## config.mk

```make
export PLATFORM = sky130hd
export DESIGN_NAME = irq_priority_ctrl
export DESIGN_NICKNAME = d
export VERILOG_FILES = /design/src/rtl/irq_priority_ctrl.sv
export SDC_FILE = /design/constraint.sdc
export NUM_CORES = 1
export LEC_CHECK = 0
export CELL_PAD_IN_SITES_DETAIL_PLACEMENT = 0
export CELL_PAD_IN_SITES_GLOBAL_PLACEMENT = 1
export CORE_AREA = 2 2 76 49
export DETAILED_ROUTE_END_ITERATION = 6
export DIE_AREA = 0 0 78 51
export GPL_TIMING_DRIVEN = 0
export PLACE_DENSITY = 0.89
export RECOVER_POWER = 100
export SKIP_CTS_REPAIR_TIMING = 1
export SYNTH_ARGS = -nofsm -noshare
export SYNTH_HDL_FRONTEND = slang
export SYNTH_SLANG_ARGS = --single-unit
```

## constraint.sdc

```tcl
create_clock -name clk -period 2.8 [get_ports clk]
set_input_delay 0.42 -clock clk [delete_from_list [all_inputs] [get_ports clk]]
set_output_delay 0.42 -clock clk [all_outputs]
set_load 0.1 [all_outputs]
```

## src/rtl/irq_priority_ctrl.sv

```systemverilog
// Nested priority interrupt controller: rising-edge capture, per-source masking,
// strict-outrank selection and a hold-until-acknowledge request handshake.
module irq_priority_ctrl #(
   parameter int unsigned      N_SRC      = 3,
   parameter int unsigned      VEC_W      = 32,
   parameter logic [VEC_W-1:0] VEC_BASE   = VEC_W'(32'h0000_1000),
   parameter logic [VEC_W-1:0] VEC_STRIDE = VEC_W'(32'h0000_0010),
   parameter logic [N_SRC-1:0] MASK_RST   = '1,
   localparam int unsigned     ID_W       = (N_SRC > 1) ? $clog2(N_SRC) : 1
) (
   input  logic             clk,
   input  logic             rst,
   input  logic [N_SRC-1:0] irq_in,
   input  logic             mask_we,
   input  logic [N_SRC-1:0] mask_wdata,
   input  logic             int_ack,
   input  logic             eret,
   output logic             int_req,
   output logic [ID_W-1:0]  int_id,
   output logic [VEC_W-1:0] int_vec,
   output logic [N_SRC-1:0] pending,
   output logic [N_SRC-1:0] in_service,
   output logic [N_SRC-1:0] mask
);

   typedef enum logic {
      ST_IDLE = 1'b0,
      ST_REQ  = 1'b1
   } state_e;

   state_e           state_q, state_d;
   logic [N_SRC-1:0] prev_irq_q;
   logic [N_SRC-1:0] pending_q, pending_d;
   logic [N_SRC-1:0] in_service_q, in_service_d;
   logic [N_SRC-1:0] mask_q, mask_d;
   logic [ID_W-1:0]  id_q, id_d;

   logic [N_SRC-1:0] rise;
   logic [N_SRC-1:0] above;
   logic [N_SRC-1:0] eligible;
   logic [N_SRC-1:0] ack_bit;
   logic [N_SRC-1:0] eret_bit;
   logic [ID_W-1:0]  winner;
   logic             ack_fire;

   // above[i] is set only when no handler at index <= i is active, so equal
   // priority never nests.
   function automatic logic [N_SRC-1:0] outrank_mask(input logic [N_SRC-1:0] isv);
      logic             blocked;
      logic [N_SRC-1:0] m;
      blocked = 1'b0;
      m       = '0;
      for (int i = 0; i < N_SRC; i++) begin
         blocked = blocked | isv[i];
         m[i]    = ~blocked;
      end
      return m;
   endfunction

   function automatic logic [ID_W-1:0] first_set(input logic [N_SRC-1:0] v);
      logic [ID_W-1:0] idx;
      idx = '0;
      for (int i = N_SRC - 1; i >= 0; i--) begin
         if (v[i]) idx = ID_W'(i);
      end
      return idx;
   endfunction

   function automatic logic [N_SRC-1:0] lowest_bit(input logic [N_SRC-1:0] v);
      return v & (~v + N_SRC'(1));
   endfunction

   function automatic logic [N_SRC-1:0] onehot(input logic [ID_W-1:0] id);
      return N_SRC'(1) << id;
   endfunction

   always_comb begin
      rise     = irq_in & ~prev_irq_q;
      above    = outrank_mask(in_service_q);
      eligible = pending_q & mask_q & above;
      winner   = first_set(eligible);
      ack_bit  = ack_fire ? onehot(id_q) : '0;
      eret_bit = eret ? lowest_bit(in_service_q) : '0;
   end

   // A new edge in the ack cycle re-arms the flag it would otherwise clear.
   always_comb begin
      pending_d    = (pending_q & ~ack_bit) | rise;
      in_service_d = (in_service_q & ~eret_bit) | ack_bit;
      mask_d       = mask_we ? mask_wdata : mask_q;
   end

   // While rst is high this tracks irq_in, so lines already high at release
   // do not look like edges.
   always_ff @(posedge clk) begin
      prev_irq_q <= irq_in;
   end

   always_ff @(posedge clk) begin
      if (rst) begin
         pending_q    <= '0;
         in_service_q <= '0;
         mask_q       <= MASK_RST;
         id_q         <= '0;
      end else begin
         pending_q    <= pending_d;
         in_service_q <= in_service_d;
         mask_q       <= mask_d;
         id_q         <= id_d;
      end
   end

   always_ff @(posedge clk) begin
      if (rst) begin
         state_q <= ST_IDLE;
      end else begin
         state_q <= state_d;
      end
   end

   // The winner is latched only on leaving IDLE; REQ never retargets.
   always_comb begin
      state_d = state_q;
      id_d    = id_q;
      unique case (state_q)
         ST_IDLE: begin
            if (|eligible) begin
               state_d = ST_REQ;
               id_d    = winner;
            end
         end
         ST_REQ: begin
            if (int_ack) state_d = ST_IDLE;
         end
         default: state_d = ST_IDLE;
      endcase
   end

   always_comb begin
      int_req    = (state_q == ST_REQ);
      ack_fire   = (state_q == ST_REQ) && int_ack;
      int_id     = id_q;
      int_vec    = VEC_BASE + VEC_W'(id_q) * VEC_STRIDE;
      pending    = pending_q;
      in_service = in_service_q;
      mask       = mask_q;
   end

endmodule

```

==> reports/qor.yml <==
critical_path:
  path_class: "register to primary output"
  r2r_cells: 3
  r2r_end: "int_req"
  crit_arrival_ns: 2.01
  reg2reg_slack_ns: 1.66
  cp-end-kind: "primary output"
  slowest_stage: "dlygate4sd3_1"
  cpPeakStageDelay_ns: 1.19
  path_max_fanout: 7
  critPathLaunchType: "register"
  r2r-start: "in_service[0]"
  crit_chain: "buf_4 -> dlygate4sd3_1"
  worstPathRequired_ns: 2.38
final_layout:
  area_growth_pct: 50.7
  fill_cells: 370
  drive_gt1_frac: 0.274
  finish.net_count: 158
  final-instance-count-excl-fill: 193
  regArea_um2: 300
  antennaDiodeCount: 0
  multiInputGateArea_um2: 383
sta:
  max_freq_mhz: 411
  setup_violations: 0
  max_slew_margin: 0.345
  drv_slew: 0
  setup_tns_ns: 0
  period_share: 0.868
  rsz0062_at_grt: "no"
  whs_ns: 0.400
  hold_viol: 0
  setup_slack_ns: 0.369
  period_needed_ns: 2.43
  worstMarginPinSlew_ns: 0.979
  worst_clock_skew_ns: 0.000998
power:
  power.internal_mw: 0.409
  combPwrFrac: 0.485
  irDropWorstVdd_v: 0.000264
  switchingPower_mw: 0.394
  swShare: 0.491
  power_density_mw_per_mm2: 622
  seqPwrFrac: 0.299
  p_leak_nw: 0.644
  pwr-share-clk: 0.216
  power_mw: 0.803
synthesis:
  yosysWarnings: 0
  netlist_area_um2: 856
  synth-main-ff-cell: "dfxtp_1"
  synth-seq-area-share: 0.351
  ys_ff_latch: 15
  synth_enable_flop_cells: 0
  synth_area_per_cell_um2: 9.40
  synth_largest_area_cell: "dfxtp_1"
  synth_area_leaders: "dfxtp_1, buf_4, a21oi_1, mux2i_1, nand3b_4"
  synthDistinctLibCells: 26
  synth_top_area_frac: 0.351
  async_reset_ff_frac: 0
  synthCells: 91
clock_tree:
  htree_num_levels: 1
  cts_tree: "yes"
  cts-buffers-inserted: 3
  clock_path_buffers: 2
  clock_latency_ns: 0.24
  clkTransAtPathRegs_ns: 0.06
  root_buffer: "clkbuf_8"
  clock-sinks: 15
floorplanning:
  core_mm2: 0.00340
  die-area_mm2: 0.00398
  start_util: 0.251
  num_io_pins: 55
  die_w_um: 78
  die_h_um: 51
  rows: 17
drt:
  wirelength_um: 1580
  vias: 662
  drcViolationCount: 0
  drt_pass1_iterations: 4
  dr.first_iter.drc_count: 13
  drtAntennaViolNets: 0
  viasPerCell: 3.43
  wl_per_cell_um: 8.17
min_path:
  min_delay_path_depth: 2
  hold_path.class: "input pin to register"
  worstHoldStart: "rst"
  hold_path_end: "int_req"
grt:
  grt_pass1_wl_um: 2440
  antenna_found_initial: 0
  grt_util_all_layers: 0.0794
  grt_max_degree: 11
  grt_pass1_vias: 510
  grt-ovfl-total: 0
placed_design:
  io_buffers: 23
  dp_hpwl_um: 1330
  placed_cells: 189
  pre_cts_ws_ns: 0.710
  routabilityCongestion: 0.699
outcome:
  status: "complete, no violations"
job:
  maxCapViolations: 0
layout by cell type (no fill, tap or decap), drive strengths merged:
cell / count
o311ai: 1
or3: 1
nand3b: 3
nor2b: 3
mux2i: 3
clkdlybuf4s50: 4
o221a: 1
o21ai: 1
inv: 2
a221oi: 1
o31ai: 1
buf: 33
nand2: 5
and3b: 1
nand4bb: 1
nor4: 1
dlygate4sd3: 19
a31oi: 1
dfxtp: 15
conb: 30
a21oi: 6
and4bb: 1
nor2: 4
clkbuf: 5
nor3: 1
nand4b: 2
metal layers:
layer	vias up	part of all wire	track usage
met2	26	0.42	0.106
li1	355	-	-
met1	281	0.49	0.109
met3	0	0.090	0.0495
met5	-	0	0
met4	0	0	0.00877
how the worst max path moves through the flow:
stage / start / endpoint / cells after the start
after floorplan: int_id[0] / int_vec[4] / 1
after global placement: int_id[0] / int_vec[4] / 2
after detailed placement: int_id[0] / int_vec[4] / 2
after CTS: int_id[0] / int_vec[4] / 2
after global routing: int_id[0] / int_vec[4] / 2
final: int_id[0] / int_vec[4] / 2
per-stage QoR:
| stage | utilization | instance area [µm²] |
|---|---|---|
| final | 0.379 | 1290 |
| after global routing | 0.379 | 1290 |
| after CTS | 0.381 | 1290 |
| after detailed placement | 0.367 | 1250 |
| after global placement | 0.367 | 1250 |
| after floorplan | - | 961 |
power by group through the flow:
stage | Combinational, mW | Clock (mW) | Sequential, mW
after global placement | 0.395 | 0 | 0.246
final | 0.389 | 0.173 | 0.240
after global routing | 0.401 | 0.192 | 0.243
after floorplan | 0.268 | 0 | 0.325
after detailed placement | 0.396 | 0 | 0.246
after CTS | 0.396 | 0.178 | 0.241
worst max-delay path: cells and delay by family (launching register included):
kind                   cells  cell delay (ns)
buffers and inverters      2             1.33
flip-flops                 1             0.43
cells by family after synthesis:
| group | Yosys count | share of synthesized area |
|---|---|---|
| compound gates | 12 | 0.0980 |
| buf+inv | 36 | 0.319 |
| flops | 15 | 0.351 |
| mux | 3 | 0.0351 |
| other cells | 2 | 0.00878 |
| simple gates | 23 | 0.189 |
cell usage after synthesis (all sizes together) (2+ instances only):
| cell type | n |
|---|---|
| buf | 33 |
| nor2b | 3 |
| mux2i | 3 |
| nand3b | 3 |
| dfxtp | 15 |
| conb | 2 |
| nand2 | 5 |
| nand4b | 2 |
| a21oi | 6 |
| inv | 2 |
| nor2 | 4 |
layout make-up:
class	instances	share of cell area
well taps	47	0.0456
plain buffers	34	0.206
multi-input cells	68	0.297
inverters	2	0.00582
flip-flops and latches	15	0.233
repair buffers	23	0.178
clock buffers	4	0.0349
flip-flops by register name, indices dropped and copies added (netlist names):
register and cells:
in_service 3, mask 3, pending 3, prev_irq_q 3
int_id 2, int_req 1
Note: power is estimated with default switching activity, not from simulation.
